`src/rtl/dff_pipe_elastic_pkg.sv`:
```
// rtl/dff_pipe_elastic_pkg.sv - shared limits and helpers for the elastic pipeline register
package dff_pipe_elastic_pkg;

    localparam int STAGES_MIN = 1;
    localparam int STAGES_MAX = 16;

    function automatic int occ_width(input int stages);
        return $clog2(stages + 1);
    endfunction

endpackage

```
`src/rtl/dff_pipe_stage.sv`:
```
// rtl/dff_pipe_stage.sv - one valid+data register slot with load enable and flush
module dff_pipe_stage #(
    parameter int            DW      = 1,
    parameter logic [DW-1:0] RST_VAL = {DW{1'b0}}
) (
    input  logic          clk,
    input  logic          rst_n,
    input  logic          flush,
    input  logic          load,
    input  logic          src_valid,
    input  logic [DW-1:0] src_data,
    output logic          valid,
    output logic [DW-1:0] data
);

    logic          valid_d;
    logic          valid_q;
    logic [DW-1:0] data_d;
    logic [DW-1:0] data_q;

    // Data only follows a valid source so idle upstream X never lands here.
    always_comb begin
        valid_d = valid_q;
        data_d  = data_q;
        if (flush) begin
            valid_d = 1'b0;
        end else if (load) begin
            valid_d = src_valid;
            if (src_valid) begin
                data_d = src_data;
            end
        end
    end

    always_ff @(posedge clk or negedge rst_n) begin
        if (!rst_n) begin
            valid_q <= 1'b0;
            data_q  <= RST_VAL;
        end else begin
            valid_q <= valid_d;
            data_q  <= data_d;
        end
    end

    assign valid = valid_q;
    assign data  = data_q;

endmodule

```
`src/rtl/dff_pipe_elastic.sv`:
```
// rtl/dff_pipe_elastic.sv - N-stage pipeline register with valid/ready flow control
module dff_pipe_elastic
    import dff_pipe_elastic_pkg::*;
#(
    parameter int            DW              = 1,
    parameter int            STAGES          = 2,
    parameter logic [DW-1:0] RST_VAL         = {DW{1'b0}},
    parameter int            BUBBLE_COLLAPSE = 1
) (
    input  logic                           CLK,
    input  logic                           RST_N,
    input  logic                           FLUSH,
    input  logic                           I_VALID,
    output logic                           I_READY,
    input  logic [DW-1:0]                  I_DATA,
    output logic                           O_VALID,
    input  logic                           O_READY,
    output logic [DW-1:0]                  O_DATA,
    output logic [occ_width(STAGES)-1:0]   OCCUPANCY
);

    localparam int OW = occ_width(STAGES);

    logic [STAGES-1:0] v;
    logic [DW-1:0]     d [STAGES];
    logic [STAGES-1:0] r;
    logic [STAGES-1:0] load;
    logic              adv;
    logic              ready_acc;
    logic [OW-1:0]     occ_count;

    // Ready ripples from the output back to stage 0; a hole lets upstream move.
    always_comb begin
        ready_acc = O_READY;
        r         = '0;
        for (int k = STAGES - 1; k >= 0; k--) begin
            ready_acc = ~v[k] | ready_acc;
            r[k]      = ready_acc;
        end
    end

    assign adv     = O_READY | ~v[STAGES-1];
    assign I_READY = ((BUBBLE_COLLAPSE != 0) ? r[0] : adv) & ~FLUSH;

    generate
        for (genvar k = 0; k < STAGES; k++) begin : g_stage
            logic          src_v;
            logic [DW-1:0] src_d;

            if (k == 0) begin : g_head
                assign src_v = I_VALID;
                assign src_d = I_DATA;
            end else begin : g_body
                assign src_v = v[k-1];
                assign src_d = d[k-1];
            end

            assign load[k] = (BUBBLE_COLLAPSE != 0) ? r[k] : adv;

            dff_pipe_stage #(
                .DW      (DW),
                .RST_VAL (RST_VAL)
            ) u_stage (
                .clk       (CLK),
                .rst_n     (RST_N),
                .flush     (FLUSH),
                .load      (load[k]),
                .src_valid (src_v),
                .src_data  (src_d),
                .valid     (v[k]),
                .data      (d[k])
            );
        end
    endgenerate

    always_comb begin
        occ_count = '0;
        for (int k = 0; k < STAGES; k++) begin
            occ_count = occ_count + OW'(v[k]);
        end
    end

    assign OCCUPANCY = occ_count;
    assign O_VALID   = v[STAGES-1];
    assign O_DATA    = d[STAGES-1];

`ifndef SYNTHESIS
`ifdef NCPU_ENABLE_ASSERT
    always @(posedge CLK) begin
        if (STAGES < STAGES_MIN || STAGES > STAGES_MAX) begin
            $fatal(1, "dff_pipe_elastic: STAGES=%0d out of range", STAGES);
        end
`ifdef NCPU_CHECK_X
        if (RST_N && I_VALID && $isunknown(I_DATA)) begin
            $fatal(1, "dff_pipe_elastic: I_DATA unknown while I_VALID");
        end
`endif
    end
`endif
`endif

endmodule
```
`config.mk`:
```
export PLATFORM = sky130hd
export DESIGN_NAME = dff_pipe_elastic
export DESIGN_NICKNAME = d
export VERILOG_FILES = /design/src/rtl/dff_pipe_elastic_pkg.sv /design/src/rtl/dff_pipe_stage.sv /design/src/rtl/dff_pipe_elastic.sv
export SDC_FILE = /design/constraint.sdc
export NUM_CORES = 1
export LEC_CHECK = 0
export ABC_AREA = 1
export BUFFER_PORTS_ARGS = -buffer_cell sky130_fd_sc_hd__buf_2
export CORE_AREA = 2 2 39 41
export DETAILED_ROUTE_END_ITERATION = 8
export DIE_AREA = 0 0 41 43
export GPL_TIMING_DRIVEN = 0
export PLACE_DENSITY = 0.34
export SETUP_SLACK_MARGIN = 0.5
export SLEW_MARGIN = 10
export SYNTH_ARGS = -nofsm -noshare
export SYNTH_HDL_FRONTEND = slang
export SYNTH_SLANG_ARGS = --single-unit
```
`constraint.sdc`:
```
create_clock -name CLK -period 1.8 [get_ports CLK]
set_input_delay 0.27 -clock CLK [delete_from_list [all_inputs] [get_ports CLK]]
set_output_delay 0.27 -clock CLK [all_outputs]
set_load 0.005 [all_outputs]
```
==> impl_metrics.ini <==
[run_status]
status = complete, no violations

[layout]
fill_cells = 164
final_util = 0.229
antenna_cells = 0
final_nets = 50
area_growth_pct = 63.2
instances_no_fill = 57
drive_above_1_share = 0.390

[route]
drcViolationCount = 0
postRouteAntennaNets = 0
firstDrtPassIters = 3
finalWirelength_um = 433
via_per_inst = 3.68
dr_total_vias = 210
drt_iter0_drc = 4
wl_per_cell_um = 7.60

[critical_path]
r2r_slack_ns = 0.90
crit_required_ns = 1.53
critPathCapture = OCCUPANCY[0]
end_kind = primary output
worst_r2r_path_depth = 6
path_class = reg2out
critPathLaunchType = flop
cp_max_fo = 3
arrival_ns = 1.04
worstReg2RegEnd = g_stage[1].u_stage.data
crit_path_start = g_stage[0].u_stage.valid
rr_startpoint = g_stage[0].u_stage.valid

[grt]
grt_pass1_wl_um = 669
use_met1 = 0.0686
use_met3 = 0.0471
overflow = 0
grt_use_met2 = 0.0719
grt_pass1_vias = 178
grt_usage = 0.0626
antenna_found_initial = 0
gr-max-usage-layer = met2
grt_max_degree = 6

[flow_run]
cap_violations = 0

[die]
dieHeight_um = 43
core_area_um2 = 1380
num_rows = 14
start_util = 0.140
boundaryPins = 11
die-area_um2 = 1760
die_w_um = 41

[clock_tree]
clk_pin_slew_ns = 0.04
cts_max_level = 1
cts_root_buf = clkbuf_4
clk_path_buf_depth = 2
cts_tree = built
insertion_delay_ns = 0.23
cts.sinks = 4
numCtsBuffers = 3

[power]
p_leak_nw = 0.190
p_total_mw = 0.258
p_per_area_nw_per_um2 = 816
ir_drop_mv = 0.228

[placement]
hpwl_um = 340
place_ws_ns = 0.725
io_buffer_count = 10
place.gp.congestion = 0.651
dp_cells = 51

[synth]
synth.area.top_cells = dfrtp_1 (52%), nand2_1 (15%), inv_1 (9.7%), nand3_1 (7.7%), ha_1 (6.5%)
syn_avg_cell_area_um2 = 7.76
synthesis.nets = 32
synth_edf_count = 0
syn_area_um2 = 194
synth_ff_type = dfrtp_1
synth.distinct_cells = 7
ys_ff_latch = 4
synth_largest_area_cell = dfrtp_1
synth_commonest_cells = nand2_1 (8), inv_1 (5), dfrtp_1 (4)
post-synth-top-count-cell = nand2_1
syn_inst = 25
yosysSeqAreaShare = 0.516
ys_warn_count = 0
synth_top_area_share = 0.516
synth-async-reset-ratio = 1.00

[timing]
fin_crit_sh = 0.728
drv_slew = 0
setup_viol = 0
tightestPinTransition_ns = 0.126
hold_violations = 0
fmax_ghz = 0.763
fin_worst_skew_ns = 0.00232
setup_tns_ns = 0
fin_crit_ns = 1.31
rsz0062_at_grt = yes
slew_headroom = 0.916
fin_ws_ns = 0.490

[hold_path]
hp-class = in2reg
logic make-up (layout without fill, tap and decap cells):
logic type | Yosys count | in the layout | share of synthesized area
DFF | 4 | 4 | 0.516
AOI/OAI and AO/OA | 2 | 2 | 0.0516
adders and majority gates | 1 | 1 | 0.0645
and+or+nand+nor | 13 | 13 | 0.271
buffers and inverters | 5 | 21 | 0.0968
routing by layer:
layer,part of all wire,vias up
met5,0,-
met4,0,0
met3,0.11,0
met2,0.44,6
met1,0.45,93
li1,-,111
flip-flops by register name, summed over array words and instances (netlist names):
register	flops
g_stage.u_stage.data	2
g_stage.u_stage.valid	2
worst min-delay path by stage:
stage | from | endpoint | cells after the start | slack [ns]
floorplan | RST_N | g_stage[0].u_stage.data | 0 | -0.03
global placement | RST_N | g_stage[1].u_stage.data | 1 | 0.08
detailed placement | RST_N | g_stage[1].u_stage.data | 1 | 0.08
CTS | FLUSH | g_stage[1].u_stage.valid | 2 | 0.24
global route | FLUSH | g_stage[0].u_stage.valid | 2 | 0.27
finish | FLUSH | g_stage[1].u_stage.valid | 2 | 0.25
stage by stage:
step                      hold WS (ns)  cell area [µm²]
after detailed placement        0.0836              264
after CTS                        0.244              312
after global routing             0.267              317
after floorplan                -0.0256              194
after global placement          0.0840              264
final                            0.250              317
placed cells by master, fill, tap and decap left out, types with 2 or more instances in the layout:
master and count:
buf_4 2, dfrtp_1 4, nand2_1 8, nor2_1 2, clkbuf_4 3, nand3_1 2
buf_2 10, inv_1 5, a21oi_1 2
layout make-up:
class / instances / area (µm²) / area share
multi-input cells: 16 / 80.1 / 0.253
well taps: 16 / 20.0 / 0.0632
repair buffers: 13 / 75.1 / 0.237
clock buffers: 3 / 22.5 / 0.0711
flip-flops and latches: 4 / 100 / 0.316
inverters: 5 / 18.8 / 0.0593
critical path, stage by stage, from the launching register on:
cell and delay [ns]:
dfrtp_1 0.39, ha_1 0.29, buf_2 0.12
timing repair:
| action | CTS | global route |
|---|---|---|
| hold buffers | 1 | 0 |
| buffers inserted | 2 | 0 |
| hold endpoints to repair | 4 | 0 |
| resized for setup | 0 | 1 |
| pin swaps | 1 | 0 |
| gates cloned | 0 | 0 |
| endpoints found under the setup margin | 2 | 2 |
report_power, final:
part	switching (mW)	internal, mW
Sequential	0.00592	0.101
Clock	0.0366	0.0746
Combinational	0.0190	0.0216
Power figures use the tool's default switching activity.
